===== src/rtl/cp0_regfile.sv =====
// cp0_regfile: MIPS-style coprocessor-0 register file (BadVAddr, Count, Compare,
//   Status, Cause, EPC) with exception/ERET commit and interrupt status outputs.
// Ports: clk/rst (async active-high); hw_int level interrupts; wen/waddr/wdata
//   MTC0 write; raddr/rdata combinational MFC0 read; cp0_exp_* exception commit;
//   cp0_exl_clean ERET; epc_address, allow_interrupt, interrupt_flag status.
// Optional timer (Count/Compare/TI) is built only when CP0_TIMER_EN is defined.
module cp0_regfile (
  input  logic        clk,
  input  logic        rst,
  input  logic [5:0]  hw_int,
  input  logic        wen,
  input  logic [4:0]  waddr,
  input  logic [31:0] wdata,
  input  logic [4:0]  raddr,
  output logic [31:0] rdata,
  input  logic        cp0_exp_en,
  input  logic [4:0]  cp0_exp_code,
  input  logic [31:0] cp0_exp_epc,
  input  logic        in_delay_slot,
  input  logic [31:0] cp0_exp_bad_vaddr,
  input  logic        cp0_exp_bad_vaddr_wen,
  input  logic        cp0_exl_clean,
  output logic [31:0] epc_address,
  output logic        allow_interrupt,
  output logic [7:0]  interrupt_flag
);

  localparam logic [4:0] REG_BADVADDR = 5'd8;
  localparam logic [4:0] REG_COUNT    = 5'd9;
  localparam logic [4:0] REG_COMPARE  = 5'd11;
  localparam logic [4:0] REG_STATUS   = 5'd12;
  localparam logic [4:0] REG_CAUSE    = 5'd13;
  localparam logic [4:0] REG_EPC      = 5'd14;

  logic [31:0] badvaddr;
  logic [31:0] epc;
  logic [31:0] count;
  logic [31:0] compare;
  logic [7:0]  status_im;
  logic        status_exl;
  logic        status_ie;
  logic        cause_bd;
  logic        cause_ti;
  logic [5:0]  cause_hw_ip;
  logic [1:0]  cause_sw_ip;
  logic [4:0]  cause_exc;
  logic [31:0] status_val;
  logic [31:0] cause_val;

  // Exception and ERET commits take the cycle; any MTC0 alongside is dropped.
  logic mtc0;
  logic wr_status;
  logic wr_cause;
  logic wr_epc;

  assign mtc0      = wen & ~cp0_exp_en & ~cp0_exl_clean;
  assign wr_status = mtc0 && (waddr == REG_STATUS);
  assign wr_cause  = mtc0 && (waddr == REG_CAUSE);
  assign wr_epc    = mtc0 && (waddr == REG_EPC);

  // Status: only IM, EXL and IE are stored; BEV reads back as 1.
  always_ff @(posedge clk or posedge rst) begin
    if (rst) begin
      status_im  <= 8'h00;
      status_exl <= 1'b0;
      status_ie  <= 1'b0;
    end else if (cp0_exp_en) begin
      status_exl <= 1'b1;
    end else if (cp0_exl_clean) begin
      status_exl <= 1'b0;
    end else if (wr_status) begin
      status_im  <= wdata[15:8];
      status_exl <= wdata[1];
      status_ie  <= wdata[0];
    end
  end

  // Cause: hardware IP lines resampled every edge; BD only captured for the
  // first exception (nested exceptions keep the original return context).
  always_ff @(posedge clk or posedge rst) begin
    if (rst) begin
      cause_bd    <= 1'b0;
      cause_hw_ip <= 6'd0;
      cause_sw_ip <= 2'd0;
      cause_exc   <= 5'd0;
    end else begin
      cause_hw_ip <= hw_int;
      if (cp0_exp_en) begin
        cause_exc <= cp0_exp_code;
        if (!status_exl) begin
          cause_bd <= in_delay_slot;
        end
      end
      if (wr_cause) begin
        cause_sw_ip <= wdata[9:8];
      end
    end
  end

  always_ff @(posedge clk or posedge rst) begin
    if (rst) begin
      epc <= 32'd0;
    end else if (cp0_exp_en && !status_exl) begin
      epc <= cp0_exp_epc;
    end else if (wr_epc) begin
      epc <= wdata;
    end
  end

  always_ff @(posedge clk or posedge rst) begin
    if (rst) begin
      badvaddr <= 32'd0;
    end else if (cp0_exp_bad_vaddr_wen) begin
      badvaddr <= cp0_exp_bad_vaddr;
    end
  end

`ifdef CP0_TIMER_EN
  logic tick;
  logic wr_count;
  logic wr_compare;

  assign wr_count   = mtc0 && (waddr == REG_COUNT);
  assign wr_compare = mtc0 && (waddr == REG_COMPARE);

  // Count advances every other cycle; a software write wins over the
  // increment but the tick phase keeps running. A Compare write clears TI
  // even if the same edge would have matched.
  always_ff @(posedge clk or posedge rst) begin
    if (rst) begin
      tick     <= 1'b0;
      count    <= 32'd0;
      compare  <= 32'd0;
      cause_ti <= 1'b0;
    end else begin
      tick <= ~tick;
      if (wr_count) begin
        count <= wdata;
      end else if (tick) begin
        count <= count + 32'd1;
      end
      if (wr_compare) begin
        compare <= wdata;
      end
      if (wr_compare) begin
        cause_ti <= 1'b0;
      end else if (tick && !wr_count && ((count + 32'd1) == compare)) begin
        cause_ti <= 1'b1;
      end
    end
  end
`else
  assign count    = 32'd0;
  assign compare  = 32'd0;
  assign cause_ti = 1'b0;
`endif

  assign status_val = {9'd0, 1'b1, 6'd0, status_im, 6'd0, status_exl, status_ie};
  // IP[15] is shared between hw_int[5] and the timer interrupt.
  assign cause_val  = {cause_bd, cause_ti, 14'd0, cause_hw_ip[5] | cause_ti,
                       cause_hw_ip[4:0], cause_sw_ip, 1'b0, cause_exc, 2'b00};

  always_comb begin
    rdata = 32'd0;
    case (raddr)
      REG_BADVADDR: rdata = badvaddr;
      REG_COUNT:    rdata = count;
      REG_COMPARE:  rdata = compare;
      REG_STATUS:   rdata = status_val;
      REG_CAUSE:    rdata = cause_val;
      REG_EPC:      rdata = epc;
      default:      rdata = 32'd0;
    endcase
  end

  assign epc_address     = epc;
  assign allow_interrupt = status_ie & ~status_exl;
  assign interrupt_flag  = status_im & cause_val[15:8];

endmodule

===== config.mk =====
export PLATFORM = sky130hd
export DESIGN_NAME = cp0_regfile
export DESIGN_NICKNAME = d
export VERILOG_FILES = /design/src/rtl/cp0_regfile.sv
export SDC_FILE = /design/constraint.sdc
export NUM_CORES = 1
export LEC_CHECK = 0
export ABC_AREA = 1
export CORE_UTILIZATION = 39
export DETAILED_ROUTE_END_ITERATION = 8
export PLACE_DENSITY = 0.79
export REMOVE_ABC_BUFFERS = 1
export SYNTH_ARGS = -nofsm -noshare
export SYNTH_HDL_FRONTEND = slang
export SYNTH_SLANG_ARGS = --single-unit

===== constraint.sdc =====
create_clock -name clk -period 2.97 [get_ports clk]
set_input_delay 0.594 -clock clk [delete_from_list [all_inputs] [get_ports clk]]
set_output_delay 0.594 -clock clk [all_outputs]
set_load 0.01 [all_outputs]

After elaboration in Yosys (flattened, before gate mapping)
Index checks and enable logic that the tools add are counted.
- eq/ne operators: 7
- mux-type cells: 6
- bitwise operators: 7
- reduce and logical (&&, ||, !) cells: 9
- operator list (cell ; number):
    $pmux 32 s4 ; 1
    $mux 32 ; 2
    $eq 5x4->1 const B ; 7
    $and 8x8->8 ; 1
    $logic_and 1x1->1 ; 4
    $and 1x1->1 ; 3
    $mux 1 ; 3
    $not 1->1 ; 3
    $reduce_and 3->1 ; 1
    $reduce_bool 3->1 ; 1
    $reduce_and 2->1 ; 1
    $reduce_bool 2->1 ; 1
    $logic_not 1->1 ; 1
- flip-flop bits (word level): 88
- input port bits: 124
- output and inout port bits: 73
- word-level logic and storage cells: 38

Depth between registers and ports, before layout
Gate-level depths: netlist of the first run.
- depth after elaboration: 7
- depth in mapped cells: 8
- gate-level depth less buffers: 7

Worst setup path before layout of the first run
OpenSTA, ideal clock, no wires.
- path kind: input port to output port
- start point: input port raddr[0]
- end point: output port rdata[17]
- arrival time: 1457 ps
- required time: 2376 ps
- setup slack: 919 ps
- stages on the path: 4
- buffers on the path: 1
- cell sequence: nor2_1 -> nand3_1 -> clkbuf_1 -> o21ai_0
- longest elaborated chain between the ends: 2
- RTL lines (element ; RTL line ; text):
    start: declaration ; 14 ; input logic [4:0] raddr,
    $eq 5x4->1 ; 165 ; case (raddr)
    $pmux 32 s4 * ; 165 ;
    end: declaration ; 15 ; output logic [31:0] rdata,
Every way passes the cells marked *; elsewhere a longest branch is shown, timed or not.

Worst setup path in the final report of the first run
- start point: input port raddr[0]
- end point: output port rdata[25]
Same word-level chain as after synthesis.

==> results of run 1 <==
-- critical path, cell delays in order --
cell and delay (ps):
clkdlybuf4s50_1 470, nor2_4 180, nand3_1 160, buf_12 200, o21ai_0 160, clkdlybuf4s50_1 560
-- layer usage --
| layer | vias up | wire length, µm | global-route usage |
|---|---|---|---|
| met4 | 0 | 332 | 0.0818 |
| met1 | 2373 | 6190 | 0.295 |
| met5 | - | 0 | 0 |
| met3 | 25 | 860 | 0.0361 |
| li1 | 2347 | - | - |
| met2 | 221 | 7680 | 0.431 |
-- report_power, final --
part / leakage [nW] / total [mW] / switching, mW / internal [mW]
logic: 2.51 / 0.791 / 0.363 / 0.428
clock network: 0.121 / 1.04 / 0.454 / 0.591
registers: 1.09 / 1.45 / 0.107 / 1.34
total: 3.72 / 3.29 / 0.923 / 2.36
-- path summary, 6_finish.rpt --
path / startpoint / endpoint / cells past startpoint
worst max-delay path: raddr[0] / rdata[25] / 6
worst min-delay path: cause_exc[1] / cause_exc[1] / 2
worst max register to register: status_exl / epc_address[2] / 7
worst min register to register: cause_exc[1] / cause_exc[1] / 2
max in group asynchronous: rst / epc_address[2] / 3
min in group asynchronous: rst / cause_hw_ip[0] / 2
-- metrics by stage --
stage	TNS (ps)	setup slack [ps]	hold slack (ps)	instance area (µm²)	std cells
detailed placement	-217	-75.8	459	6780	918
CTS	0	16.6	474	7040	934
global route	0	9.62	508	7150	938
global placement	-27.0	-27.0	456	6780	918
finish	0	52.2	474	7150	938
floorplan	-27190	-1080	443	4400	557
-- layout by cell type, fill, tap and decap left out --
cell,n
nand2_1,190
clkdlybuf4s50_1,164
nand3_1,113
dfrtp_1,88
inv_1,49
o21ai_0,40
nand4_1,28
dlymetal6s2s_1,20
buf_4,19
clkbuf_16,10
dlygate4sd2_1,10
mux2_2,9
o211ai_1,9
o21ai_1,9
nor2_1,6
buf_12,5
clkinvlp_4,4
nand2_2,3
nor2_4,3
inv_2,2
nor2_2,2
nand3_4,2
clkbuf_1,2
buf_2,2
nor2_8,1
nand2_4,1
clkinv_2,1
and3_1,1
clkbuf_8,1
buf_6,1
-- kinds of logic after synthesis --
family,Yosys count
buf+inv,94
mux,9
flops,88
compound gates,58
simple gates,350
-- state kept, by name, indices dropped and copies added, names as in the netlist --
| name | count |
|---|---|
| badvaddr | 32 |
| cause_bd | 1 |
| cause_exc | 5 |
| cause_hw_ip | 6 |
| cause_sw_ip | 2 |
| epc_address | 32 |
| status_exl | 1 |
| status_ie | 1 |
| status_im | 8 |
-- area by class of cell --
type,count,share of cell area
clock buffers,12,0.0345
flip-flops and latches,88,0.308
multi-input cells,417,0.284
repair buffers,222,0.317
inverters,52,0.0275
well taps,143,0.0250
clock inverters,4,0.00420
-- repair_timing --
| item | in CTS | in global routing |
|---|---|---|
| setup buffers | 0 | 3 |
| setup endpoints to repair | 11 | 22 |
| gates cloned | 0 | 1 |
| endpoints found under the hold margin | 0 | 0 |
| resized for setup | 11 | 23 |
==> flow_metrics.tcl, run 1 <==
set metrics [dict create \
    detail-route-antenna-nets 0 \
    synth_top_family_by_area "simple AND/OR/NAND/NOR gates" \
    finalCriticalPeriod_ps 2920 \
    powerDensity_mw_per_mm2 460 \
    h-tree-depth 3 \
    synthTopCellsByCount "nand2_1, nand3_1, dfrtp_1, inv_1, o21ai_0" \
    grt_max_degree 42 \
    cts_tree "built" \
    yosys.area.top_type "dfrtp_1" \
    grt-ovfl-total 0 \
    cts_root_buf "clkbuf_16" \
    yosys-top-cells-area "dfrtp_1, nand2_1, nand3_1" \
    antenna_found_initial 0 \
    yosysTopAreaCellShare 0.476 \
    yosysUniqueCellTypes 22 \
    startpoint_type "primary input" \
    syn_avg_cell_area_um2 7.72 \
    synth-edff-count 0 \
    num_vias 4966 \
    syn_area_mm2 0.00462 \
    cts_hold_buf 0 \
    areaGrowthSynthToFinish_pct 54.7 \
    num_antenna_cells 0 \
    synth-simple-area-share 0.344 \
    rows 39 \
    grt_pass1_wl_um 24000 \
    synth_compound_area_frac 0.0677 \
    core_mm2 0.0115 \
    grt_pass1_vias 4934 \
    routedWlPerCell_um 16.1 \
    critPathKind "primary input to output pin" \
    yosys.cell_count.top_type "nand2_1" \
    post-route-util 0.624 \
    arrival_ps 2320 \
    synthCells 599 \
    io_pins 197 \
    cp.required_ps 2380 \
    place.port_buffers 196 \
    synthAdderAreaFrac 0 \
    clockBufferDepth 2 \
    rsz0062_at_grt "no" \
    fin_worst_skew_ps 8.27 \
    holdCritPathClass "register to register" \
    multi_input_area_mm2 0.00203 \
    max_freq_mhz 343 \
    status "finished, final reports clean" \
    drv_slew 0 \
    drc_errors 0 \
    power.leakage_nw 3.72 \
    die_area_mm2 0.0123 \
    end_kind "output pin" \
    worst_pin_slew_ps 759 \
    grt_usage 0.241 \
    finalPower_mw 3.29 \
    dr.first_iter.drc_count 308 \
    critical_path.max_fanout 24 \
    fp.dieW_um 111 \
    hpwlAfterDp_um 10600 \
    layout.nets 914 \
    clk_pin_slew_ps 60 \
    synthMuxAreaShare 0.0219 \
    final.period_utilization 0.982 \
    numCtsBuffers 9 \
    cts_num_sinks 88 \
    first_pass_iters 5 \
    yosys.area_share.xor_xnor 0 \
    yosys_warnings 0 \
    clk_latency_ps 330 \
    yosysSeqAreaShare 0.476 \
    start_util 0.403 \
    setup_viol 0 \
    seqCellArea_mm2 0.00220 \
    gp_congestion 0.834 \
    synth-seq-cells 88 \
    maxCapViolCount 0 \
    ys_async_sr_fraction 1.00 \
    fillers 966 \
    routed_wirelength_um 15100 \
    hold_viol_final 0 \
    die_h_um 111 \
    synthFlopType "dfrtp_1" \
    rrSetupSlack_ps 1470 \
    drive_gt1_frac 0.0830 \
    slew_headroom 0.494 \
    post_drt_via_cell_ratio 5.29 \
    ir_drop_mv 0.258 \
]
No activity file was read; power rests on OpenSTA's default activity.
==> run 2: changes to the inputs <==
--- a/config.mk
+++ b/config.mk
@@ -7,6 +7,7 @@
 export LEC_CHECK = 0
 export ABC_AREA = 1
 export CORE_UTILIZATION = 39
+export CTS_CLUSTER_DIAMETER = 50
 export DETAILED_ROUTE_END_ITERATION = 8
 export PLACE_DENSITY = 0.79
 export REMOVE_ABC_BUFFERS = 1
==> results of run 2 <==
No change in the layout: final DEF, timing and power equal those of run 1.
==> run 3: changes to the inputs <==
--- a/config.mk
+++ b/config.mk
@@ -6,6 +6,7 @@
 export NUM_CORES = 1
 export LEC_CHECK = 0
 export ABC_AREA = 1
+export CORE_MARGIN = 1
 export CORE_UTILIZATION = 39
 export CTS_CLUSTER_DIAMETER = 50
 export DETAILED_ROUTE_END_ITERATION = 8
==> results of run 3 <==
No change in the layout: final DEF, timing and power equal those of run 1.
